### config.mk
export PLATFORM = sky130hd
export DESIGN_NAME = ps2_pattern_ctl
export DESIGN_NICKNAME = d
export VERILOG_FILES = /design/src/rtl/ps2_pattern_ctl.sv
export SDC_FILE = /design/constraint.sdc
export NUM_CORES = 1
export LEC_CHECK = 0
export CORE_MARGIN = 10
export CORE_UTILIZATION = 54
export CTS_BUF_LIST = sky130_fd_sc_hd__clkbuf_4 sky130_fd_sc_hd__clkbuf_8
export DETAILED_ROUTE_END_ITERATION = 8
export PLACE_DENSITY = 0.83
export SYNTH_ARGS = -nofsm -noshare
export SYNTH_HDL_FRONTEND = slang
export SYNTH_SLANG_ARGS = --single-unit
### constraint.sdc
create_clock -name CLK -period 2.6 [get_ports CLK]
set_input_delay 0.52 -clock CLK [delete_from_list [all_inputs] [get_ports CLK]]
set_output_delay 0.52 -clock CLK [all_outputs]
set_load 0.005 [all_outputs]
### src/rtl/ps2_pattern_ctl.sv
// ps2_pattern_ctl: decodes PS/2 Set-2 scan bytes into pattern commands on a
// WIDTH-bit LED register. Handles F0 break and E0 extended prefixes, suppresses
// typematic repeats of the held key, and steps the pattern on a timed auto-run.
module ps2_pattern_ctl #(
  parameter int unsigned      WIDTH     = 8,
  parameter logic [WIDTH-1:0] INIT      = {{(WIDTH-1){1'b0}}, 1'b1},
  parameter logic [7:0]       KEY_LEFT  = 8'h1D,
  parameter logic [7:0]       KEY_RIGHT = 8'h22,
  parameter logic [7:0]       KEY_REV   = 8'h14,
  parameter logic [7:0]       KEY_AUTO  = 8'h29,
  parameter int unsigned      AUTO_DIV  = 5000000
) (
  input  logic             CLK,
  input  logic             RST,
  input  logic             PS2_Done_Sig,
  input  logic [7:0]       PS2_Data,
  output logic [WIDTH-1:0] Data_Out,
  output logic             Auto_Out,
  output logic             Dir_Out,
  output logic             Cmd_Pulse
);

  localparam logic [7:0] BYTE_BREAK = 8'hF0;
  localparam logic [7:0] BYTE_EXT   = 8'hE0;
  localparam logic [7:0] EXT_LEFT   = 8'h6B;
  localparam logic [7:0] EXT_RIGHT  = 8'h74;

  localparam int unsigned   PW         = $clog2(AUTO_DIV);
  localparam logic [PW-1:0] PRESC_LAST = PW'(AUTO_DIV - 1);

  typedef enum logic [1:0] {
    S_IDLE,
    S_EXT,
    S_BREAK,
    S_EXT_BREAK
  } state_e;

  typedef enum logic [2:0] {
    CMD_NONE,
    CMD_LEFT,
    CMD_RIGHT,
    CMD_REV,
    CMD_AUTO
  } cmd_e;

  state_e           r_state;
  logic [8:0]       r_held_key;     // {ext, code} of the key currently held down
  logic             r_held_valid;
  logic [PW-1:0]    r_presc;
  logic [WIDTH-1:0] r_data;
  logic             r_auto;
  logic             r_dir;
  logic             r_cmd_pulse;

  logic             w_is_make;
  logic             w_is_release;
  logic [8:0]       w_key;
  cmd_e             w_cmd;
  logic             w_exec;
  logic             w_tick;
  logic             w_rel_match;

  function automatic logic [WIDTH-1:0] rot_left(input logic [WIDTH-1:0] d);
    return {d[WIDTH-2:0], d[WIDTH-1]};
  endfunction

  function automatic logic [WIDTH-1:0] rot_right(input logic [WIDTH-1:0] d);
    return {d[0], d[WIDTH-1:1]};
  endfunction

  function automatic logic [WIDTH-1:0] bit_rev(input logic [WIDTH-1:0] d);
    logic [WIDTH-1:0] r;
    r = '0;
    for (int i = 0; i < WIDTH; i++) r[i] = d[WIDTH-1-i];
    return r;
  endfunction

  // Classify the strobed byte and decide whether a command executes this cycle.
  always_comb begin
    // NOTE: every signal gets a default first so no path leaves it unassigned,
    // which would otherwise infer a latch.
    w_is_make    = 1'b0;
    w_is_release = 1'b0;
    w_cmd        = CMD_NONE;
    w_key        = {(r_state == S_EXT || r_state == S_EXT_BREAK), PS2_Data};

    if (PS2_Done_Sig && PS2_Data != BYTE_BREAK) begin
      if (r_state == S_IDLE || r_state == S_EXT)
        w_is_make = (PS2_Data != BYTE_EXT);
      else
        w_is_release = 1'b1;
    end

    if (r_state == S_EXT) begin
      if (PS2_Data == EXT_LEFT)       w_cmd = CMD_LEFT;
      else if (PS2_Data == EXT_RIGHT) w_cmd = CMD_RIGHT;
    end else begin
      if (PS2_Data == KEY_LEFT)       w_cmd = CMD_LEFT;
      else if (PS2_Data == KEY_RIGHT) w_cmd = CMD_RIGHT;
      else if (PS2_Data == KEY_REV)   w_cmd = CMD_REV;
      else if (PS2_Data == KEY_AUTO)  w_cmd = CMD_AUTO;
    end

    // A make matching the still-held key is a typematic repeat.
    w_exec      = w_is_make && (w_cmd != CMD_NONE) &&
                  !(r_held_valid && r_held_key == w_key);
    w_rel_match = w_is_release && r_held_valid && (r_held_key == w_key);
    w_tick      = r_auto && (r_presc == PRESC_LAST);
  end

  // Decoder FSM, held-key tracking, prescaler and pattern register.
  always_ff @(posedge CLK or posedge RST) begin
    if (RST) begin
      r_state      <= S_IDLE;
      r_held_key   <= '0;
      r_held_valid <= 1'b0;
      r_presc      <= '0;
      r_data       <= INIT;
      r_auto       <= 1'b0;
      r_dir        <= 1'b1;
      r_cmd_pulse  <= 1'b0;
    end else begin
      // NOTE: non-blocking assignments so every register samples pre-edge
      // values regardless of statement order in this block.
      r_cmd_pulse <= w_exec;

      // Prefix tracking; a repeated prefix simply re-enters its prefix state.
      if (PS2_Done_Sig) begin
        unique case (r_state)
          S_IDLE:
            if (PS2_Data == BYTE_BREAK)    r_state <= S_BREAK;
            else if (PS2_Data == BYTE_EXT) r_state <= S_EXT;
          S_EXT:
            if (PS2_Data == BYTE_BREAK)    r_state <= S_EXT_BREAK;
            else if (PS2_Data != BYTE_EXT) r_state <= S_IDLE;
          S_BREAK:
            if (PS2_Data != BYTE_BREAK)    r_state <= S_IDLE;
          S_EXT_BREAK:
            if (PS2_Data != BYTE_BREAK)    r_state <= S_IDLE;
          default:                         r_state <= S_IDLE;
        endcase
      end

      if (w_exec) begin
        r_held_key   <= w_key;
        r_held_valid <= 1'b1;
      end else if (w_rel_match) begin
        r_held_valid <= 1'b0;
      end

      // Key commands restart the auto period, except a reverse that does not
      // coincide with a tick; the prescaler idles at zero while auto is off.
      if (w_exec && (w_cmd != CMD_REV || w_tick)) r_presc <= '0;
      else if (w_tick || !r_auto)                 r_presc <= '0;
      else                                        r_presc <= r_presc + 1'b1;

      // A key command takes priority over a coincident auto tick.
      if (w_exec) begin
        unique case (w_cmd)
          CMD_LEFT:  begin r_data <= rot_left(r_data);  r_dir <= 1'b1; end
          CMD_RIGHT: begin r_data <= rot_right(r_data); r_dir <= 1'b0; end
          CMD_REV:   r_data <= bit_rev(r_data);
          CMD_AUTO:  r_auto <= ~r_auto;
          default:   ;
        endcase
      end else if (w_tick) begin
        r_data <= r_dir ? rot_left(r_data) : rot_right(r_data);
      end
    end
  end

  assign Data_Out  = r_data;
  assign Auto_Out  = r_auto;
  assign Dir_Out   = r_dir;
  assign Cmd_Pulse = r_cmd_pulse;

endmodule

==> results.yml <==
run_status:
  status: "completed"
die:
  initial_utilization_pct: 56.31
  fp.coreArea_mm2: 0.004786
  rows: 25
  die_y_um: 90.65
  pin_count: 22
  die_w_um: 90.65
  dieArea_mm2: 0.008217
timing:
  skew_ps: 5.376
  rsz0062_at_grt: "false"
  drv_slew: 0
  setup_viol_count_final: 0
  final.setup.tns_ps: 0
  finalHoldViolations: 0
  final_period_minus_worst_setup_slack_ps: 2507
  slew_headroom_pct: 60.91
  fmax_mhz: 399.0
  hold_ws_ps: 467.8
  period_share_pct: 96.41
  worst_slew_pin_slew_ps: 581.0
critical_path:
  worst-path-max-fanout: 9
  cp.required_ps: 2800
  path_buf_inv: 2
  critPathLaunchType: "input port"
  cp_slowest_cell: "clkdlybuf4s50_1"
  cp-end-kind: "flip-flop"
  path_delay_family: "buffers and inverters"
  critPathMaxStageDelay_ps: 640
  crit_chain: "clkdlybuf4s50_1 > xor2_1 > nor4_4 > a21o_1 > buf_4 > a2111oi_1 > a211oi_1 > mux2_2"
  crit_arrival_ps: 2710
  crit_type: "input port to flip-flop"
place:
  placed_area_mm2: 0.003172
  dp_hpwl_mm: 4.132
  numPlacedInstances: 370
  io_buffers: 21
  place_congestion: 0.8715
routing:
  first_pass_iters: 4
  drt_wl_total_mm: 5.683
  drtIter0Drc: 74
  wl_per_cell_um: 15.03
  drc_errors: 0
  vias_per_cell: 5.487
  via_count: 2074
  ant_nets: 0
pwr:
  powerDensity_mw_per_mm2: 453.7
  switching_power_w: 0.0003735
  swShare_pct: 24.68
  comb_power_share_pct: 12.7
  leakagePower_nw: 1.490
  clockPowerShare_pct: 36.8
  seqPwrFrac_pct: 50.5
  vdd_drop_max_uv: 260.8
  internal-power_w: 0.001140
synth:
  yosysTopAreaCell: "dfrtp_1"
  netlist_area_mm2: 0.002695
  synthCells: 259
  ys_warn_count: 0
  synthArstFlopShare_pct: 100.0
  ys_ff_latch: 46
  synthesis.nets: 271
  avgSynthCellArea_um2: 10.41
  synth_top_area_share_pct: 40.85
  synth_edf_count: 0
  ys_types: 50
  synth_ff_type: "dfrtp_1"
  synth-seq-area-share_pct: 42.80
  synth_area_leaders: "dfrtp_1, xnor2_1, mux2i_1"
global_route:
  overflow: 0
  grt_pass1_wl_mm: 9.963
  grt_util_all_layers_pct: 14.46
  antenna_found_initial: 0
  grt_max_degree: 47
  grt_pass1_vias: 2149
cells_and_area:
  final_cells: 378
  area_growth_pct: 23.77
  design_area_mm2: 0.003336
  mostFrequentLayoutCells: "dfrtp_1, nor2_1, buf_4, nand2_1, xnor2_1"
  drive_gt1_share_pct: 23.79
  antennaDiodeCount: 0
  final_nets: 322
  final_common_cell: "dfrtp_1"
  fill_cells: 357
clock_tree:
  clock_latency_ps: 310
  clockBufferDepth: 2
  cts_buffers: 5
  cts_tree: "built"
  ctsRootBufferMaster: "clkbuf_8"
  cts_sinks: 46
  path_clk_slew_ps: 90
  htreeDepth: 2
run:
  cap_violations: 0
worst_hold_path:
  hp-class: "flip-flop to flip-flop"
power by group through the flow:
| stage | Clock (W) | Sequential [W] | Combinational (W) |
|---|---|---|---|
| after global placement | 0 | 0.000777 | 0.000183 |
| after detailed placement | 0 | 0.000777 | 0.000188 |
| final | 0.000557 | 0.000764 | 0.000192 |
| after floorplan | 0 | 0.000773 | 0.000109 |
| after global routing | 0.000598 | 0.000768 | 0.000211 |
| after CTS | 0.000567 | 0.000764 | 0.000189 |
path summary, 6_finish.rpt:
kind,from,end,slack [ps],cells past startpoint
worst min-delay path,r_presc[0]$_DFF_PP0_,r_presc[0]$_DFF_PP0_,470,1
min in group asynchronous,RST,r_presc[8]$_DFF_PP0_,670,3
worst min register to register,r_presc[0]$_DFF_PP0_,r_presc[0]$_DFF_PP0_,470,1
worst max-delay path,PS2_Data[0],Data_Out[1]$_DFFE_PP0P_,90,8
worst max register to register,r_state[0]$_DFFE_PP0P_,Data_Out[3]$_DFFE_PP0P_,450,6
max in group asynchronous,RST,Data_Out[0]$_DFFE_PP1P_,1550,3
stage by stage:
step / util, % / power (W) / worst slack [ps]
after floorplan: - / 0.0008815 / 414.1
after global placement: 66.27 / 0.0009597 / -168.1
after detailed placement: 66.27 / 0.0009651 / -307.0
after CTS: 68.65 / 0.001520 / 33.31
after global routing: 69.70 / 0.001576 / 7.927
final: 69.70 / 0.001513 / 93.45
synth_stat cells (all sizes together) (5+ instances only):
library cell / instances
nand3: 10
nor3: 8
nor2: 33
and3: 6
xnor2: 18
dfrtp: 44
o21ai: 5
mux2: 15
xor2: 14
buf: 8
inv: 11
mux2i: 15
nand2: 18
state kept, by name, summed over array words and instances (netlist names):
name / cells
r_presc: 23
Data_Out: 8
r_state: 2
Dir_Out: 1
r_held_valid: 1
r_held_key: 9
Auto_Out: 1
Cmd_Pulse: 1
cells by family after synthesis:
| group | count (synthesis) | synth area share (%) |
|---|---|---|
| AOI/OAI and AO/OA | 30 | 10.17 |
| adders and majority gates | 1 | 0.4642 |
| muxes | 30 | 12.67 |
| DFF | 46 | 42.80 |
| xor gates and xnor gates | 32 | 10.40 |
| and+or+nand+nor | 101 | 19.64 |
| buffers and inverters | 19 | 3.853 |
routing by layer:
metal / vias up / track usage (%) / routed length [um] / part of all wire, %
met5: - / 0 / 0 / 0
li1: 1013 / - / - / -
met3: 9 / 4.655 / 257 / 4.5
met4: 0 / 5.172 / 73 / 1.3
met1: 1014 / 17.54 / 2569 / 45
met2: 38 / 23.38 / 2782 / 49
layout make-up:
type,count,area [um2],share of cell area (%)
inverters,11,41.29,1.238
clock inverters,2,37.54,1.125
multi-input cells,194,1475,44.22
well taps,67,83.83,2.513
repair buffers,52,467.9,14.03
flip-flops and latches,46,1154,34.58
clock buffers,6,76.32,2.288
repair_timing:
item / in CTS / in global routing
resized for setup: 0 / 12
hold buffers: 0 / 0
setup buffers: 0 / 0
setup endpoints to repair: 0 / 28
(Power assumes the default switching activity.)
